<file path="config.mk">
export PLATFORM = sky130hd
export DESIGN_NAME = cmd_cfg_dump_engine
export DESIGN_NICKNAME = d
export VERILOG_FILES = /design/src/rtl/cmd_cfg_dump_engine.sv
export SDC_FILE = /design/constraint.sdc
export NUM_CORES = 1
export LEC_CHECK = 0
export CORE_ASPECT_RATIO = 1.1
export CORE_UTILIZATION = 50
export DETAILED_ROUTE_END_ITERATION = 10
export MAX_ROUTING_LAYER = met4
export PLACE_DENSITY = 0.84
export SLEW_MARGIN = 40
export SYNTH_ARGS = -nofsm -noshare
export SYNTH_HDL_FRONTEND = slang
export SYNTH_SLANG_ARGS = --single-unit
</file>
<file path="constraint.sdc">
create_clock -name clk -period 2.8 [get_ports clk]
set_input_delay 0.7 -clock clk [delete_from_list [all_inputs] [get_ports clk]]
set_output_delay 0.7 -clock clk [all_outputs]
set_load 0.03 [all_outputs]
</file>
<file path="src/rtl/cmd_cfg_dump_engine.sv">
// cmd_cfg_dump_engine
// Host-command decoder, byte-wide config register file and capture-RAM dump engine for the
// logic analyzer. Decodes 16-bit host commands (READ / WRITE / DUMP / reserved), answers each
// with a response byte and streams a full channel of the circular capture RAM, oldest to newest.
//
// Ports:
//   clk, rst_n        system clock, asynchronous active-low reset
//   cmd               [15:14] opcode, [13:8] reg address ([10:8] dump channel), [7:0] data
//   cmd_rdy           command valid, held by the receiver until clr_cmd_rdy
//   resp_sent         one-cycle pulse from transmitter: current response byte is out
//   set_capture_done  sets reg0 bit 5
//   ram_addr          newest sample address written by capture_cntrl
//   rdata             RAM read data, channel n at [n*8-1 -: 8], one cycle after raddr
//   raddr             RAM read address
//   cfg_regs          register file, reg n at [n*8+7 -: 8]
//   resp              response byte, held between send_resp pulses
//   send_resp         one-cycle pulse: transmit resp
//   clr_cmd_rdy       one-cycle pulse: command fully processed
module cmd_cfg_dump_engine #(
  parameter int unsigned NUM_CH   = 5,
  parameter int unsigned ENTRIES  = 384,
  parameter int unsigned LOG2     = 9,
  parameter int unsigned NUM_REGS = 17,
  parameter logic [NUM_REGS*8-1:0] RST_VALS = {8'h01, 8'h00, 8'hC8, 8'h06, 8'h00, 8'h00, 8'h00,
                                               8'h00, 8'h55, 8'hAA, 8'h00, {5{8'h01}}, 8'h03}
) (
  input  logic                  clk,
  input  logic                  rst_n,
  input  logic [15:0]           cmd,
  input  logic                  cmd_rdy,
  input  logic                  resp_sent,
  input  logic                  set_capture_done,
  input  logic [LOG2-1:0]       ram_addr,
  input  logic [NUM_CH*8-1:0]   rdata,
  output logic [LOG2-1:0]       raddr,
  output logic [NUM_REGS*8-1:0] cfg_regs,
  output logic [7:0]            resp,
  output logic                  send_resp,
  output logic                  clr_cmd_rdy
);

  localparam logic [LOG2-1:0] LastAddr = LOG2'(ENTRIES - 1);
  localparam logic [7:0]      RespAck  = 8'hA5;
  localparam logic [7:0]      RespNak  = 8'hEE;

  typedef enum logic [2:0] {StIdle, StRespWait, StDmpRd, StDmpSend, StDmpWait} state_e;

  state_e                  state_q, state_d;
  logic [NUM_REGS*8-1:0]   regs_q, regs_d;
  logic [7:0]              resp_q, resp_d;
  logic                    send_q, send_d;
  logic                    clr_q, clr_d;
  logic [LOG2-1:0]         raddr_q, raddr_d;
  logic [LOG2-1:0]         cnt_q, cnt_d;
  logic [2:0]              ch_q, ch_d;

  logic [1:0] op;
  logic [5:0] addr;
  logic [2:0] ch;
  logic [7:0] data;
  logic       addr_ok, ch_ok;
  logic [7:0] rd_byte, dump_byte;

  assign op      = cmd[15:14];
  assign addr    = cmd[13:8];
  assign ch      = cmd[10:8];
  assign data    = cmd[7:0];
  assign addr_ok = int'(addr) < NUM_REGS;
  assign ch_ok   = (ch != 3'd0) && (int'(ch) <= NUM_CH);

  always_comb begin
    rd_byte = RespNak;
    for (int i = 0; i < NUM_REGS; i++) begin
      if (int'(addr) == i) rd_byte = regs_q[i*8 +: 8];
    end
  end

  always_comb begin
    dump_byte = 8'h00;
    for (int i = 1; i <= NUM_CH; i++) begin
      if (int'(ch_q) == i) dump_byte = rdata[i*8-1 -: 8];
    end
  end

  always_comb begin
    state_d = state_q;
    regs_d  = regs_q;
    resp_d  = resp_q;
    send_d  = 1'b0;
    clr_d   = 1'b0;
    raddr_d = raddr_q;
    cnt_d   = cnt_q;
    ch_d    = ch_q;

    unique case (state_q)
      StIdle: begin
        // cmd_rdy is still high for the cycle in which clr_cmd_rdy is out; skip it.
        if (cmd_rdy && !clr_q) begin
          state_d = StRespWait;
          send_d  = 1'b1;
          unique case (op)
            2'b00: resp_d = rd_byte;
            2'b01: begin
              resp_d = addr_ok ? RespAck : RespNak;
              for (int i = 0; i < NUM_REGS; i++) begin
                if (addr_ok && int'(addr) == i) regs_d[i*8 +: 8] = data;
              end
            end
            2'b10: begin
              if (ch_ok) begin
                // Oldest sample sits just after the newest one in the circular buffer.
                raddr_d = (ram_addr == LastAddr) ? '0 : ram_addr + LOG2'(1);
                cnt_d   = '0;
                ch_d    = ch;
                send_d  = 1'b0;
                state_d = StDmpRd;
              end else begin
                resp_d = RespNak;
              end
            end
            default: resp_d = RespNak;
          endcase
        end
      end
      StRespWait: begin
        if (resp_sent) begin
          clr_d   = 1'b1;
          state_d = StIdle;
        end
      end
      StDmpRd: state_d = StDmpSend;
      StDmpSend: begin
        resp_d  = dump_byte;
        send_d  = 1'b1;
        state_d = StDmpWait;
      end
      StDmpWait: begin
        if (resp_sent) begin
          if (cnt_q == LastAddr) begin
            clr_d   = 1'b1;
            state_d = StIdle;
          end else begin
            cnt_d   = cnt_q + LOG2'(1);
            raddr_d = (raddr_q == LastAddr) ? '0 : raddr_q + LOG2'(1);
            state_d = StDmpRd;
          end
        end
      end
      default: state_d = StIdle;
    endcase

    // Capture-done event wins over a coincident write to reg0 bit 5.
    if (set_capture_done) regs_d[5] = 1'b1;
  end

  always_ff @(posedge clk or negedge rst_n) begin
    if (!rst_n) begin
      state_q <= StIdle;
      regs_q  <= RST_VALS;
      resp_q  <= 8'h00;
      send_q  <= 1'b0;
      clr_q   <= 1'b0;
      raddr_q <= '0;
      cnt_q   <= '0;
      ch_q    <= 3'd0;
    end else begin
      state_q <= state_d;
      regs_q  <= regs_d;
      resp_q  <= resp_d;
      send_q  <= send_d;
      clr_q   <= clr_d;
      raddr_q <= raddr_d;
      cnt_q   <= cnt_d;
      ch_q    <= ch_d;
    end
  end

  assign raddr       = raddr_q;
  assign cfg_regs    = regs_q;
  assign resp        = resp_q;
  assign send_resp   = send_q;
  assign clr_cmd_rdy = clr_q;

endmodule
</file>
# Word level (Yosys, flattened, before mapping)
# Index checks and enable logic that the tools add are counted.
dict set report classes {
  add_sub_neg 3
  n_lt_le_gt_ge 2
  n_eq_ne 37
  mux 61
  n_reduce_logical 52
}
# cell count
set op_table {}
lappend op_table {{$mux W8} 24}
lappend op_table {{$mux W9} 12}
lappend op_table {{$reduce_and A4 Y1} 19}
lappend op_table {{$eq A6 B5 Y1 const B} 8}
lappend op_table {{$pmux W9 S2} 2}
lappend op_table {{$add A9 B1 Y9 const B} 3}
lappend op_table {{$eq A9 B9 Y1 const B} 3}
lappend op_table {{$eq A6 B4 Y1 const B} 4}
lappend op_table {{$mux W6} 4}
lappend op_table {{$pmux W8 S3} 1}
lappend op_table {{$logic_and A1 B1 Y1} 19}
lappend op_table {{$pmux W8 S2} 1}
lappend op_table {{$eq A3 B3 Y1 const B} 5}
lappend op_table {{$pmux W3 S5} 1}
lappend op_table {{$eq A6 B3 Y1 const B} 2}
lappend op_table {{$reduce_bool A2 Y1} 6}
lappend op_table {{$ne A2 B2 Y1 const B} 5}
lappend op_table {{$eq A3 B2 Y1 const B} 3}
lappend op_table {{$mux W3} 3}
lappend op_table {{$mux W1} 7}
lappend op_table {{$mux W7} 1}
lappend op_table {{$eq A6 B2 Y1 const B} 1}
lappend op_table {{$eq A6 B6 Y1 const B} 1}
lappend op_table {{$logic_not A6 Y1} 1}
lappend op_table {{other kinds (15)} 19}
dict set report word_totals {
  register_bits 170
  inputBits 70
  out_inout_bits 155
  wordCells 180
}

# Logic depth before layout (Yosys ltp)
dict set report depth {
  ltp_word 21
  ltp_mapped 10
  ltp_nobuf 7
}

# Least setup slack after synthesis
# Ideal clock, no wire load.
dict set report synth_path {
  path_type {input port to flip-flop}
  start {input cmd_rdy}
  end {register regs_q[129] (netlist: cfg_regs[129])}
  setup_ns 0.125
  t_arrival_ns 2.338
  required_time_ns 2.675
  path_slack_ns 0.337
  path_stages 6
  path_buffers 2
  cell_sequence {or3b_4 -> or3_1 -> buf_6 -> buf_6 -> nor2_8 -> mux2_2}
}
dict set report synth_via {
  elab_chain_cells 2
}
# item line_no
set synth_lines {}
lappend synth_lines {{start: declaration} 30} ;# input logic cmd_rdy,
lappend synth_lines {{$logic_and A1 B1 Y1} 98} ;# if (cmd_rdy && !clr_q) begin
lappend synth_lines {{$reduce_and A4 Y1 (no source line)} --}
lappend synth_lines {{end signal: assignment} 168} ;# regs_q <= regs_d;
lappend synth_lines {{end: declaration} 49} ;# logic [NUM_REGS*8-1:0] regs_q, regs_d;
# Every way passes these cells.
# A chain may end at the register's enable or synchronous reset.

# Worst setup path after layout
dict set report layout_path {
  start {input cmd_rdy}
  end {register regs_q[4] (netlist: cfg_regs[4])}
}
# Same word-level chain as after synthesis.

==> reports/qor.csv <==
metric,value,unit
CTS resizes,0,
actual slew at the worst max-slew pin,0.8675,ns
core area,0.01787,mm²
Filler Cell Count,1245,
storage element area,0.004280,mm²
dpl ws,-0.3469,ns
die height,144.3,µm
area grow syn2layout,43.09,%
Port Buffers,224,
starting density of the core,0.5152,
status,completed,
Nets,1233,
"Req. time, crit path",3.13,ns
VDD IR max,490.2,µV
Crit path buffers/inverters,3,
Synth area leaders,"dfrtp_1, mux2_2, dfstp_2",
vias in the first global route,8761,
PwrDens,571.5,mW/mm²
fraction of layout cells with a size suffix above 1,0.3086,
Worst setup EP type,register,
global-route usage over all layers,0.3646,
Yosys reg bits,170,
Final Cycle Share,0.9740,
"Top cell by count, worst path",buf_12,
Slowest cell on crit path,or3_2,
Worst Path Arrival,3.05,ns
HP Class,in -> async,
# DRC,0,
Final WS setup,0.07272,ns
largest net degree at the start of global routing,66,
clk slew on worst S/H paths,0.07,ns
Routed WL,32970,µm
Synth Warn #,0,
Cells after DPL,1379,
Worst Clk Skew,0.008644,ns
I/O pins,225,
Syn Nets,909,
CTS Buffer Depth,2,
final hold violation count,0,
die area,0.01896,mm²
fin. max-slew vios,0,
Max Fanout on Critical Path,9,
DR vias,8824,
Fmax,0.3667,GHz
Final min period,2.727,ns
"count leader, synth",dfrtp_1,
Final setup viols,0,
Antenna Nets Post-Route,0,
Final Non-Filler Cells,1411,
CTS root buf,clkbuf_16,
syn_area_per_cell,11.01,µm²
CTS buffer count,17,
antenna violations before repair,0,
CP startpoint kind,input port,
MaxCap Viol Count,0,
GRT overflow,0,
clock latency on the worst-skew pair,0.45,ns
Top Family by Delay on Critical Path,simple AND/OR/NAND/NOR gates,
RSZ-0062 raised after global routing,false,
antenna cells,0,
post-synthesis sequential area ratio,0.4650,
Synth async-reset ratio,1.000,
Post-synth top cells,"dfrtp_1, mux2_2, nor2_1",
DR iter-0 viols,812,
utilization after layout,0.7372,
Routed WL per cell,23.36,µm
first-pass GRT wire length,50470,µm
multi-input logic area,0.004651,mm²
Synth Instances,836,
cell taking the most area after synthesis,dfrtp_1,
gpl congestion,1.035,
ys flop type,dfrtp_1,
post-CTS setup buffers,0,
H-tree depth,4,
Die Wd,131.4,µm
Post-synth EDFFs,0,
"Distinct cells, synth",82,
Vias/cell,6.254,
Netlist Area Pre-Place,0.009205,mm²
clock sinks,170,
crit path cell chain,"clkdlybuf4s50_1, or3b_4, or3_2, buf_12, nor3_4, buf_12, mux2_2",
HPWL after DPL,24140,µm
DRT Pass-1 Iters,5,
Rel. slew slack,0.4199,
Core Rows,51,
critical path type,in -> reg,
Synth top area share,0.4051,
max incr delay on CP,0.58,ns
TritonCTS clock tree,done,
hold-fix buffer count after cts,0,
LEAKAGE,0.005960,µW
-- report_power, final --
part	switching [µW]	internal [µW]
clock	1150	1190
sequential	304	2690
combinational	1200	996
-- cell type report --
class	count	area share
clock buffers	17	0.03230
repair buffers	354	0.2516
well taps	238	0.02261
inverters	14	0.003990
clock inverters	15	0.01140
multi-input cells	603	0.3531
flip-flops and latches	170	0.3250
-- registers in the layout (all words and copies together), names as in the netlist --
name         count
send_resp        1
raddr            9
clr_cmd_rdy      1
cfg_regs       136
state_q          3
cnt_q            9
resp             8
ch_q             3
-- worst register-to-register path, stage by stage (launching register included) --
cell and delay (ns):
dfrtp_1 0.48, or3b_4 0.42, or3_2 0.58, buf_12 0.20, nor3_4 0.19, buf_12 0.16, mux2_2 0.34
-- cell usage in the layout, fill, tap and decap left out, drive strengths merged, types with 8 or more instances in the layout --
master	netlist	layout
a21oi	34	34
a22oi	15	15
a31oi	13	13
and3	10	10
buf	22	132
clkbuf	27	17
clkdlybuf4s50	0	222
dfrtp	149	149
dfstp	21	21
inv	13	22
mux2	145	145
mux2i	16	16
nand2	46	46
nand2b	15	15
nand3	27	27
nor2	66	66
nor2b	8	8
nor3	16	16
o211ai	10	10
o21ai	50	50
o221ai	10	10
o22ai	12	12
or3	11	11
-- per-layer routing --
| metal | wire length, µm | track usage | share of wire | vias up |
|---|---|---|---|---|
| li1 | - | - | - | 3789 |
| met1 | 12660 | 0.4379 | 0.38 | 4407 |
| met2 | 16070 | 0.5974 | 0.49 | 516 |
| met3 | 2727 | 0.06695 | 0.083 | 112 |
| met4 | 1503 | 0.1793 | 0.046 | 0 |
| met5 | 0 | - | 0 | - |
-- per-stage QoR --
stage,hold WS (ns),TNS [ns],instance area [µm²],total power (µW)
6_report,0.2543,0,13170,7528
3_3_place_gp,0.4660,-37.78,12600,5151
4_1_cts,0.2661,0,13170,7509
3_5_place_dp,0.4703,-38.61,12600,5201
2_1_floorplan,0.4044,0,9205,4198
5_1_grt,0.2918,0,13170,7799
-- kinds of logic after synthesis --
family | Yosys count | share of synthesized area
compound gates | 203 | 0.1509
xor+xnor | 5 | 0.004757
fa+ha+maj | 3 | 0.004078
buf+inv | 63 | 0.02990
flops | 170 | 0.4650
mux | 161 | 0.1948
simple gates | 231 | 0.1506
-- path summary, 6_finish.rpt --
path / from / end / slack (ns) / depth (start not counted)
hold reg to reg: cnt_q[8] / cnt_q[8] / 0.49 / 1
max in group asynchronous: rst_n / cfg_regs[57] / 1.75 / 2
hold / removal: rst_n / cfg_regs[109] / 0.25 / 1
setup / recovery: cmd_rdy / cfg_regs[4] / 0.07 / 7
min in group clk: cnt_q[8] / cnt_q[8] / 0.49 / 1
setup reg to reg: state_q[2] / cfg_regs[4] / 0.31 / 6
Power figures use the tool's default switching activity.
==> edit (config.mk and constraints unchanged) <==
Reset style: synchronous (`rst_n`), changed in one clocked block. Comments in the files are not updated.
--- a/src/rtl/cmd_cfg_dump_engine.sv
+++ b/src/rtl/cmd_cfg_dump_engine.sv
@@ -153,7 +153,7 @@
     if (set_capture_done) regs_d[5] = 1'b1;
   end
 
-  always_ff @(posedge clk or negedge rst_n) begin
+  always_ff @(posedge clk) begin
     if (!rst_n) begin
       state_q <= StIdle;
       regs_q  <= RST_VALS;
Check against the original RTL: differs if rst_n is asserted again (counterexample within 4 cycles, from zero or initial values and one cycle with rst_n low); with rst_n held inactive, the same outputs for 4 cycles.
==> edit against the unedited design <==
  * Sequential share of layout area down 5.2 points
  * Global-route usage is 2.4 points higher
  * Sequential cell count unchanged
  * Critical endpoint is now resp[7]
  * Final cell count grew 17%
  * Highest routed layer unchanged
  * Design area is 5.5% lower
  * Worst setup slack better by 48 ps
  * Critical path type unchanged
  * Synthesized area down 5.1%
  * Routed wire length grew 3.3%
Power is not compared: it rests on default switching activity, and its combinational part moved more than twofold at a synthesized area within 25%.
==> edit: results (changes against the unedited design) <==
{
  "place_congestion": {"value": 1.01, "change": "-2.8%"},
  "yosysSeqAreaShare": {"value": 39.0, "unit": "%", "change": "-7.5 points"},
  "clock_skew": {"value": 10.9, "unit": "ps", "change": "+2.29 ps"},
  "dr_total_vias": {"value": 10100, "change": "+15%"},
  "grt_pass1_wl": {"value": 52.7, "unit": "mm", "change": "+4.4%"},
  "antenna_violations_before_repair": {"value": 0, "change": "unchanged"},
  "asyncSetResetFlopFracSynth": {"value": 0, "unit": "%", "change": "-100 points"},
  "status": "completed",
  "layout.nets": {"value": 1478, "change": "+20%"},
  "critical_path_arrival": {"value": 3060, "unit": "ps", "change": "about the same"},
  "yosys-top-cells-count": "295 x sky130_fd_sc_hd__nand2_1, 170 x sky130_fd_sc_hd__dfxtp_1, 142 x sky130_fd_sc_hd__a21oi_1",
  "worst_r2r_startpoint": "state_q[2]",
  "dpl_worst_slack": {"value": -391, "unit": "ps", "change": "-44.3 ps"},
  "areaGrowthSynthToFinish_pct": 42.5,
  "worst_slew_margin_rel": {"value": 60.7, "unit": "%", "change": "+19 points"},
  "yosys-mux-area-fraction": {"value": 6.77, "unit": "%", "change": "-13 points"},
  "critical_path.reg2reg.endpoint": "resp[5]",
  "filler_cells": {"value": 1329, "change": "+6.7%"},
  "synthesis.nets": {"value": 1208, "change": "+33%"},
  "syn-mean-instance-area": {"value": 7.70, "unit": "um2", "change": "-30%"},
  "post_route_cells_drive_above_1_share": {"value": 13.8, "unit": "%", "change": "-17 points"},
  "vias_in_the_first_global_route": {"value": 9725, "change": "+11%"},
  "synthesized_area_fraction_occupied_by_adder_cells": {"value": 0.430, "unit": "%", "change": "+0.022 points"},
  "synth.area.top_cells": "sky130_fd_sc_hd__dfxtp_1 39%, sky130_fd_sc_hd__nand2_1 13%, sky130_fd_sc_hd__a21oi_1 8.1%",
  "yosys.area_share.xor_xnor": {"value": 1.20, "unit": "%", "change": "+0.73 points"},
  "avgRoutedWirePerCell": {"value": 20.6, "unit": "um", "change": "-12%"},
  "post-place-cells": {"value": 1620, "change": "+17%"},
  "yosys_most_used_dff": "sky130_fd_sc_hd__dfxtp_1",
  "final_routed_wirelength_across_all_metal_layers": {"value": 34.1, "unit": "mm", "change": "+3.3%"},
  "grt.total_usage": {"value": 38.8, "unit": "%", "change": "+2.4 points"},
  "grt_max_degree": {"value": 72, "change": "+9.1%"},
  "drtPass1Iterations": {"value": 6, "change": "+1"},
  "place.detailed.hpwl": {"value": 24.4, "unit": "mm", "change": "+1.0%"},
  "worstPathMaxFanout": {"value": 16, "change": "+7"},
  "finalHoldWorstSlack": {"value": 473, "unit": "ps", "change": "+219 ps"},
  "first_iter_violations": {"value": 1137, "change": "+40%"},
  "synth.lib_cells_used.distinct": {"value": 84, "change": "+2.4%"}
}
edit: worst max path at each step:
stage          startpoint  endpoint  slack (ps)
2_1_floorplan      cmd[8]   resp[6]         380
3_3_place_gp      cmd[10]   resp[7]        -390
3_5_place_dp      cmd[10]   resp[7]        -390
4_1_cts           cmd[10]   resp[7]          30
5_1_grt           cmd[10]   resp[7]        -0.4
6_report          cmd[10]   resp[7]         120
edit: kinds of logic after synthesis:
group / Yosys count
fa+ha+maj: 3
mux: 51
simple gates: 488
flops: 170
buf+inv: 104
compound gates: 307
xor+xnor: 12
edit: worst max-delay path, stage by stage:
cell	delay, ps
sky130_fd_sc_hd__clkdlybuf4s50_1	590
sky130_fd_sc_hd__buf_4	220
sky130_fd_sc_hd__buf_4	230
sky130_fd_sc_hd__nand2b_1	180
sky130_fd_sc_hd__o21a_1	120
sky130_fd_sc_hd__o32ai_1	80
sky130_fd_sc_hd__a221o_1	340
sky130_fd_sc_hd__a211oi_2	330
sky130_fd_sc_hd__buf_4	170
sky130_fd_sc_hd__o21a_1	90
edit: metal layers:
| layer | global-route usage, % | wire length, um |
|---|---|---|
| met5 | - | 0 |
| met2 | 61.8 | 15800 |
| met4 | 20.1 | 1720 |
| met3 | 7.44 | 3480 |
| met1 | 46.7 | 13100 |
edit: area by class of cell:
type | count | area share (%)
flip-flops and latches | 170 | 27.3
repair buffers | 339 | 25.6
clock inverters | 15 | 1.42
clock buffers | 17 | 3.42
multi-input cells | 861 | 39.4
inverters | 16 | 0.492
well taps | 234 | 2.35
edit: power breakdown:
group          internal (mW)  total, mW  leakage (nW)  switching, mW
Sequential              2.44       2.47          1.37         0.0251
Clock                   1.28       2.40         0.292           1.12
Combinational          0.323      0.747          2.76          0.424
